**src/rtl/uart_pkg.sv**
```systemverilog
// Shared UART definitions: receiver state encoding, frame width and a width helper.
package uart_pkg;

    typedef enum logic [2:0] {IDLE, START, DATA, STOP, BREAK} rx_state_t;

    localparam int UART_DATA_BITS = 8;

    // Bits needed to hold values 0..n-1, never less than one.
    function automatic int clog2_min1(input int n);
        int w;
        w = 1;
        while ((1 << w) < n) w++;
        return w;
    endfunction

endpackage

```
**src/rtl/uart_rx_fifo.sv**
```systemverilog
// Generic synchronous first-word-fall-through FIFO; head is visible on dout while not empty.
module uart_rx_fifo
    import uart_pkg::*;
#(
    parameter int WIDTH = 8,
    parameter int DEPTH = 4
) (
    input  logic             clk,
    input  logic             rst,
    input  logic             push,
    input  logic             pop,
    input  logic [WIDTH-1:0] din,
    output logic [WIDTH-1:0] dout,
    output logic             full,
    output logic             empty
);

    localparam int AW = clog2_min1(DEPTH);

    logic [WIDTH-1:0] mem [DEPTH];
    logic [AW:0]      wr_ptr;
    logic [AW:0]      rd_ptr;
    logic             do_pop;
    logic             do_push;

    // Extra pointer bit distinguishes full from empty when the indices match.
    assign empty   = (wr_ptr == rd_ptr);
    assign full    = (wr_ptr[AW] != rd_ptr[AW]) && (wr_ptr[AW-1:0] == rd_ptr[AW-1:0]);
    assign do_pop  = pop && !empty;
    assign do_push = push && (!full || do_pop);
    assign dout    = empty ? '0 : mem[rd_ptr[AW-1:0]];

    always_ff @(posedge clk) begin
        if (!rst) begin
            wr_ptr <= '0;
            rd_ptr <= '0;
        end else begin
            if (do_push) wr_ptr <= wr_ptr + 1'b1;
            if (do_pop)  rd_ptr <= rd_ptr + 1'b1;
        end
    end

    always_ff @(posedge clk) begin
        if (do_push) mem[wr_ptr[AW-1:0]] <= din;
    end

endmodule

```
**src/rtl/uart_rx_engine.sv**
```systemverilog
// Oversampling 8N1 UART receiver with majority-voted bit sampling, sticky error flags
// and an FWFT receive FIFO.
module uart_rx_engine
    import uart_pkg::*;
#(
    parameter int CLK_HZ     = 12_000_000,
    parameter int BAUD       = 115_200,
    parameter int OVERSAMPLE = 16,
    parameter int FIFO_DEPTH = 4
) (
    input  logic       clk,
    input  logic       rst,
    input  logic       uart_rx,
    input  logic       rx_read,
    input  logic       err_clr,
    output logic [7:0] rx_data,
    output logic       rx_valid,
    output logic       rx_busy,
    output logic       frame_err,
    output logic       overrun
);

    localparam int DIV_RAW = CLK_HZ / (BAUD * OVERSAMPLE);
    localparam int DIV     = (DIV_RAW < 1) ? 1 : DIV_RAW;
    localparam int TW      = clog2_min1(DIV);
    localparam int SW      = clog2_min1(OVERSAMPLE);
    localparam int BW      = clog2_min1(UART_DATA_BITS);
    localparam int M       = OVERSAMPLE / 2;

    localparam logic [TW-1:0] TICK_LAST = TW'(DIV - 1);
    localparam logic [SW-1:0] S_LAST    = SW'(OVERSAMPLE - 1);
    localparam logic [SW-1:0] S_LO      = SW'(M - 1);
    localparam logic [SW-1:0] S_MID     = SW'(M);
    localparam logic [SW-1:0] S_HI      = SW'(M + 1);
    localparam logic [BW-1:0] BIT_LAST  = BW'(UART_DATA_BITS - 1);

    rx_state_t                  state;
    logic                       rx_sync_p0;
    logic                       rx_sync_p1;
    logic                       rxs;
    logic [TW-1:0]              tick_cnt;
    logic                       tick;
    logic                       tick_run;
    logic [SW-1:0]              scnt;
    logic [BW-1:0]              bcnt;
    logic                       samp_lo;
    logic                       samp_mid;
    logic                       vote;
    logic                       decide;
    logic [UART_DATA_BITS-1:0]  shreg;
    logic                       good_byte;
    logic                       bad_stop;
    logic                       pop;
    logic                       fifo_full;
    logic                       fifo_empty;

    assign rxs       = rx_sync_p1;
    assign tick      = (tick_cnt == TICK_LAST);
    assign tick_run  = tick && (state != IDLE);
    assign decide    = tick_run && (scnt == S_HI);
    assign vote      = (samp_lo & samp_mid) | (samp_lo & rxs) | (samp_mid & rxs);
    assign good_byte = (state == STOP) && decide && vote;
    assign bad_stop  = (state == STOP) && decide && !vote;
    assign pop       = rx_read && rx_valid;
    assign rx_valid  = !fifo_empty;

    // Stage p0/p1: two-flop synchroniser for the asynchronous line.
    always_ff @(posedge clk) begin
        if (!rst) begin
            rx_sync_p0 <= 1'b1;
            rx_sync_p1 <= 1'b1;
        end else begin
            rx_sync_p0 <= uart_rx;
            rx_sync_p1 <= rx_sync_p0;
        end
    end

    always_ff @(posedge clk) begin
        if (!rst) begin
            tick_cnt <= '0;
        end else if ((state == IDLE && !rxs) || tick) begin
            tick_cnt <= '0;
        end else begin
            tick_cnt <= tick_cnt + 1'b1;
        end
    end

    always_ff @(posedge clk) begin
        if (!rst) begin
            state   <= IDLE;
            rx_busy <= 1'b0;
            scnt    <= '0;
            bcnt    <= '0;
        end else begin
            if (tick_run) scnt <= (scnt == S_LAST) ? '0 : scnt + 1'b1;
            case (state)
                IDLE: if (!rxs) begin
                    state   <= START;
                    rx_busy <= 1'b1;
                    scnt    <= '0;
                    bcnt    <= '0;
                end
                START: if (decide) begin
                    if (vote) begin
                        state   <= IDLE;
                        rx_busy <= 1'b0;
                    end else begin
                        state   <= DATA;
                    end
                end
                DATA: if (decide) begin
                    bcnt <= bcnt + 1'b1;
                    if (bcnt == BIT_LAST) state <= STOP;
                end
                STOP: if (decide) begin
                    if (vote) begin
                        state   <= IDLE;
                        rx_busy <= 1'b0;
                    end else begin
                        state   <= BREAK;
                    end
                end
                BREAK: if (rxs) begin
                    state   <= IDLE;
                    rx_busy <= 1'b0;
                end
                default: begin
                    state   <= IDLE;
                    rx_busy <= 1'b0;
                end
            endcase
        end
    end

    // Vote samples and shift register carry no reset; the FSM never consumes them stale.
    always_ff @(posedge clk) begin
        if (tick_run && scnt == S_LO)  samp_lo  <= rxs;
        if (tick_run && scnt == S_MID) samp_mid <= rxs;
        if (state == DATA && decide)   shreg    <= {vote, shreg[UART_DATA_BITS-1:1]};
    end

    // A new error event takes priority over a simultaneous clear.
    always_ff @(posedge clk) begin
        if (!rst) begin
            frame_err <= 1'b0;
            overrun   <= 1'b0;
        end else begin
            if (bad_stop)     frame_err <= 1'b1;
            else if (err_clr) frame_err <= 1'b0;
            if (good_byte && fifo_full && !pop) overrun <= 1'b1;
            else if (err_clr)                   overrun <= 1'b0;
        end
    end

    uart_rx_fifo #(
        .WIDTH (UART_DATA_BITS),
        .DEPTH (FIFO_DEPTH)
    ) u_fifo (
        .clk   (clk),
        .rst   (rst),
        .push  (good_byte),
        .pop   (pop),
        .din   (shreg),
        .dout  (rx_data),
        .full  (fifo_full),
        .empty (fifo_empty)
    );

endmodule

```
**config.mk**
```make
export PLATFORM = sky130hd
export DESIGN_NAME = uart_rx_engine
export DESIGN_NICKNAME = d
export VERILOG_FILES = /design/src/rtl/uart_pkg.sv /design/src/rtl/uart_rx_fifo.sv /design/src/rtl/uart_rx_engine.sv
export SDC_FILE = /design/constraint.sdc
export NUM_CORES = 1
export LEC_CHECK = 0
export CAP_MARGIN = 20
export CORE_ASPECT_RATIO = 0.8
export CORE_UTILIZATION = 31
export CTS_CLUSTER_DIAMETER = 50
export DETAILED_ROUTE_END_ITERATION = 10
export MAX_ROUTING_LAYER = met4
export PLACE_DENSITY_LB_ADDON = 0.12
export SLEW_MARGIN = 10
export SYNTH_ARGS = -nofsm -noshare
export SYNTH_HDL_FRONTEND = slang
export SYNTH_SLANG_ARGS = --single-unit
```
**constraint.sdc**
```tcl
create_clock -name clk -period 1.8 [get_ports clk]
set_input_delay 0.18 -clock clk [delete_from_list [all_inputs] [get_ports clk]]
set_output_delay 0.18 -clock clk [all_outputs]
set_load 0.02 [all_outputs]
```
* Yosys cells after proc, flatten, opt, wreduce, memory -nomap -nowiden
Memories as Yosys holds them, arrays and structs flattened. A register that Yosys moved wholly into a read port is not among the register bits. Index checks and enable logic that the tools add are counted. W data, S select, Z words.
Word-level totals: bits in writable memories 32, ROM bits 0, word-level logic and storage cells 109, output and inout port bits 12, bits of input ports 5, register bits after elaboration 34, bits in latches 0, memories 1
Memory list:
- u_fifo.mem | depth 4, width 8, rd ports 1, clocked after memory_dff 1, write ports 1, line uart_rx_fifo.sv:20 | logic [WIDTH-1:0] mem [DEPTH];
Operators by class: divide/modulo/power cells 0, reduce and logical (&&, ||, !) cells 32, $lt $le $gt $ge 0, multipliers 0, equal/unequal tests 21, shifts and indexed selects 0, muxes and demuxes 29, add/subtract/negate cells 5, bitwise gates (word level) 7
Operators by type and width (count):
- $mux W3 | 9
- $mux W4 | 4
- $logic_and A1 B1 Y1 | 15
- $pmux W3 S5 | 1
- $add A3 B1 Y3 const B | 4
- $eq A4 B4 Y1 const B | 3
- $ne A2 B2 Y1 const B | 6
- $eq A3 B3 Y1 const B | 3
- $mux W1 | 9
- $mux W8 | 1
- $eq A3 B2 Y1 const B | 2
- $mux W2 | 3
- $pmux W3 S2 | 1
- $reduce_and A6 Y1 | 1
- $reduce_bool A2 Y1 | 3
- $logic_not A1 Y1 | 5
- $reduce_and A5 Y1 | 1
- $add A4 B1 Y4 const B | 1
- $eq A4 B3 Y1 const B | 1
- $ne A2 B1 Y1 const B | 2
- $pmux W1 S4 | 1
- $reduce_or A2 Y1 | 2
- $and A1 B1 Y1 | 3
- $eq A3 B1 Y1 const B | 1
- other kinds (9) | 12

* Logic depth before layout (Yosys ltp)
word-level depth 8, gate-level depth with buffers 7

* By module
From an unflattened synthesis, not the netlist that was laid out.
Second synthesis, totals: cells, all modules 219, area, all modules 2990.4 um2
Modules (own cells, without submodules):
- uart_rx_fifo | times used 1, area an instance 1695.4 um2, cells each 103
- uart_rx_engine | times used 1, area an instance 1295.0 um2, cells each 116

* Least setup slack after synthesis
OpenSTA, ideal clock, no wires.
path type reg2reg, start point reg tick_cnt[0], end point mem u_fifo.mem[0][0], enable pin, period minus slack after synthesis 1.677 ns, path slack 0.123 ns, cell stages (with the launch flop) 6, setup time 0.310 ns, arrival time 1.367 ns, cell sequence dfxtp_1 ha_1 and4b_1 and3_1 buf_6 and3_2
Between the ends: longest elaborated chain between the ends 8
Ends and longest elaborated chain:
- from (decl) | line uart_rx_engine.sv:41 | logic [TW-1:0] tick_cnt;
- from (signal assigned) | line uart_rx_engine.sv:84 | tick_cnt <= tick_cnt + 1'b1;
- $eq A3 B3 Y1 | line uart_rx_engine.sv:58 | assign tick = (tick_cnt == TICK_LAST);
- $logic_and A1 B1 Y1 | line uart_rx_engine.sv:59 | assign tick_run = tick && (state != IDLE);
- $logic_and A1 B1 Y1 | line uart_rx_engine.sv:60 | assign decide = tick_run && (scnt == S_HI);
- $logic_and A1 B1 Y1 (2 in a row) | line uart_rx_engine.sv:62 | assign good_byte = (state == STOP) && decide && vote;
- $logic_and A1 B1 Y1 | line uart_rx_fifo.sv:30 | assign do_push = push && (!full || do_pop);
- $mux W1 | line uart_rx_fifo.sv:44 | if (do_push) mem[wr_ptr[AW-1:0]] <= din;
- $mux W1 (not written as such) | line uart_rx_fifo.sv:44
- to (decl) | line uart_rx_fifo.sv:20
No other way between the ends.

==> qor.txt <==
FINISH
----------------------------------------------------------------------------------------------------
Antenna diode count ...................................................................            0
Final design area excluding fillers ...................................................  0.00367 mm²
Post-layout instance count excluding filler cells .....................................          379
Layout overhead on the synthesized area ...............................................        27.7%
Total Nets Final ......................................................................          276
Register area .........................................................................  0.00178 mm²
Multi-input logic area ................................................................  0.00104 mm²
Layout cell share with drive strength beyond 1 ........................................        0.280
Final Util ............................................................................        0.406
Number of filler cells placed in the layout ...........................................          880

SYNTH
----------------------------------------------------------------------------------------------------
Dominant register cell in the synthesized netlist .....................................     edfxtp_1
Most area-consuming cells after synthesis ............................................. edfxtp_1, dfxtp_1, mux4_2
Library cell with the largest summed area after synthesis .............................     edfxtp_1
Synth Register Bits ...................................................................           68
Number of instances in the synthesized netlist ........................................          211
Mapped cell area ......................................................................  0.00287 mm²
Share of Yosys cell area claimed by the top area cell type ............................        0.439
Cell with the most instances after synthesis ..........................................     edfxtp_1
Syn_area_per_cell .....................................................................     13.6 µm²
Count of synthesis-stage warnings from yosys ..........................................            0
Async set-reset flop share out of synthesis ...........................................            0
Number of synthesized flops with an enable pin ........................................           42
Yosys cell types ......................................................................           47
Synth Net Count .......................................................................          228
Synth top cells by count .............................................................. edfxtp_1, dfxtp_1, nor2_1, a21oi_1
Sequential fraction of the synthesis area .............................................        0.620

TIMING
----------------------------------------------------------------------------------------------------
Least-Margin Pin Slew .................................................................       414 ps
Setup Total Neg Slack .................................................................         0 ps
Max Clock Skew ........................................................................      5.85 ps
Worst slew margin .....................................................................        0.721
Final Hold Viols ......................................................................            0
Maximum achievable frequency ..........................................................      567 MHz
Max-slew violation total from the final report ........................................            0
Final worst path period need ..........................................................      1760 ps
Total of endpoints with negative setup slack in the final report ......................            0
Final period util .....................................................................        0.979
RSZ-0062 raised after global routing ..................................................          yes

PLACEMENT
----------------------------------------------------------------------------------------------------
Cell area after placement .............................................................  0.00337 mm²
GP Congestion .........................................................................        0.718
Quantity of I/O buffers inserted on ports .............................................           16
Placed instance count .................................................................          362
Detailed Place HPWL ...................................................................      3.58 mm

POWER AND IR DROP
----------------------------------------------------------------------------------------------------
Peak supply drop ......................................................................       625 µV
Power density relative to cell area ...................................................   959 mW/mm²
Total leakage power ...................................................................      1.40 nW

ROUTE
----------------------------------------------------------------------------------------------------
Violation count after the first detailed-routing iteration ............................           62
Routed wire per std cell ..............................................................      13.4 µm
Total wire length .....................................................................      5.09 mm
Number of detailed-routing iterations run before antenna repair .......................            4
DRC violation count after routing .....................................................            0
Number of nets with antenna violations after detailed routing .........................            0
Detailed-route vias per instance ......................................................         4.53
Vias ..................................................................................         1716

FLOORPLAN
----------------------------------------------------------------------------------------------------
Die area ..............................................................................  0.00966 mm²
Initial standard-cell utilization of the core .........................................        0.318
Total core area .......................................................................  0.00904 mm²
Core Rows .............................................................................           31
Die height ............................................................................      88.1 µm
Ports .................................................................................           17
Die extent in x .......................................................................       110 µm

JOB
----------------------------------------------------------------------------------------------------
Number of max-capacitance violations reported .........................................            0

HOLD PATH
----------------------------------------------------------------------------------------------------
Classification of the worst-slack hold path ...........................................      reg2reg
WHS Endpoint .......................................................................... rx_sync_p1$_SDFF_PN1_
Worst hold start ...................................................................... rx_sync_p0$_SDFF_PN1_
Hold path cells .......................................................................            1

CTS
----------------------------------------------------------------------------------------------------
Quantity of hold-fixing buffers added after cts .......................................            0
Root buffer cell ......................................................................    clkbuf_16
Clock-pin slew reported for the worst setup and hold paths after clock tree synthesis .        60 ps
Number of buffers on the longest clock path ...........................................            2
CTS Buf Count .........................................................................            9
H-tree lvl count ......................................................................            3
Clock Latency Late Sink ...............................................................       320 ps
CTS tree ..............................................................................        built
Clock Sinks ...........................................................................           68

GLOBAL ROUTING
----------------------------------------------------------------------------------------------------
Antenna violations before repair ......................................................            0
First-pass GRT wire length ............................................................      8.57 mm
Global-route total usage across every layer ...........................................        0.125
Pin count of the biggest net entering global routing ..................................           15
Total global routing overflow .........................................................            0
Vias in the first global route ........................................................         1696

SETUP PATH
----------------------------------------------------------------------------------------------------
Arrival time of the worst setup path ..................................................      1580 ps
CP delay by family, top ............................................................... multiplexers
Worst setup SP type ...................................................................         flop
Max Fanout on Critical Path ...........................................................            2
Required time at the endpoint of the critical path ....................................      1620 ps
Worst flop-to-flop path endpoint ...................................................... u_fifo.mem[3][6]$_DFFE_PP_
Logic depth of the worst register-to-register path ....................................            4
Critical Path, Cell by Cell ........................................................... buf_4 > mux4_2 > nor2b_1 > buf_2
Cell with the largest stage delay on the worst path ...................................       mux4_2
Startpoint of the most critical register-to-register path ............................. u_fifo.wr_ptr[0]$_SDFFE_PN0N_
Crit path kind ........................................................................      reg2out
Longest individual stage delay on the worst path ......................................       490 ps
Critical path capture point type ......................................................   output pin
Worst R2R Setup Slack .................................................................       110 ps
Critical path buffer and inverter count ...............................................            2

RUN STATUS
----------------------------------------------------------------------------------------------------
Run status ............................................................................ finished, final reports clean

==> worst max path at each step <==
stage,startpoint,cells past startpoint,to
finish,flop,4,rx_data[7]
global route,flop,4,rx_data[7]
CTS,flop,4,rx_data[7]
detailed placement,flop,4,rx_data[1]
global placement,flop,4,rx_data[2]
floorplan,tick_cnt[0]$_SDFF_PP0_,5,u_fifo.mem[0][0]$_DFFE_PP_
==> final cells by class <==
cell class | count | area share
flip-flops and latches | 68 | 0.486
multi-input cells | 126 | 0.282
repair buffers | 44 | 0.0982
clock buffers | 9 | 0.0614
well taps | 115 | 0.0392
clock inverters | 7 | 0.0225
inverters | 10 | 0.0102
==> state kept, by name (all words and copies together) (netlist names), 3 cells and up, named ones only <==
| name | cells |
|---|---|
| u_fifo.mem | 32 |
| shreg | 8 |
| scnt | 4 |
| bcnt | 3 |
| state | 3 |
| tick_cnt | 3 |
| u_fifo.rd_ptr | 3 |
| u_fifo.wr_ptr | 3 |
==> through the flow <==
step	hold slack, ps	worst slack (ps)	power [mW]
CTS	401	11.6	3.57
global placement	397	-46.8	1.77
global route	442	-15.9	3.65
floorplan	281	123	1.73
finish	407	37.4	3.52
detailed placement	395	-60.2	1.77
==> where the power goes <==
part	switching, mW	total [mW]	leakage, nW	internal (mW)
registers	0.00772	1.66	0.588	1.65
clock network	0.688	1.78	0.145	1.10
logic	0.0399	0.0783	0.665	0.0384
==> logic make-up (layout without fill, tap and decap cells) <==
kind of cell,count (synthesis),in the layout,synth area share
xor+xnor,7,7,0.0240
simple gates,69,69,0.142
fa+ha+maj,13,13,0.0562
compound gates,25,25,0.0544
flops,68,68,0.620
buf+inv,17,70,0.0261
mux,12,12,0.0767
==> what timing repair did <==
action | 4_1_cts | 5_1_grt
buffers inserted | 1 | 0
resized for setup | 38 | 6
pin swaps | 1 | 0
endpoints found under the setup margin | 9 | 31
==> cells in the final DEF (no fill, tap or decap), types with 3 or more instances in the layout <==
cell type,netlist,final
a21oi_1,13,13
and3_4,1,4
and4b_1,3,3
buf_2,2,7
buf_4,0,26
clkbuf_16,0,9
clkdlybuf4s50_1,0,7
dfxtp_1,26,25
edfxtp_1,42,42
ha_1,12,12
inv_1,9,9
inv_6,0,3
mux2i_1,4,4
mux4_2,8,8
nand2_1,5,5
nand2b_1,5,5
nand3_1,3,3
nor2_1,19,19
nor2b_1,12,12
nor4_1,3,3
o21ai_0,3,3
xor2_1,5,4
==> layer usage <==
layer	part of all wire	global-route usage	routed length (µm)	vias up
li1	-	-	-	875
met1	0.51	0.165	2620	806
met2	0.44	0.184	2260	28
met3	0.033	0.0372	166	7
met4	0.0084	0.0424	43	0
met5	0	-	0	-
(Power assumes the default switching activity.)
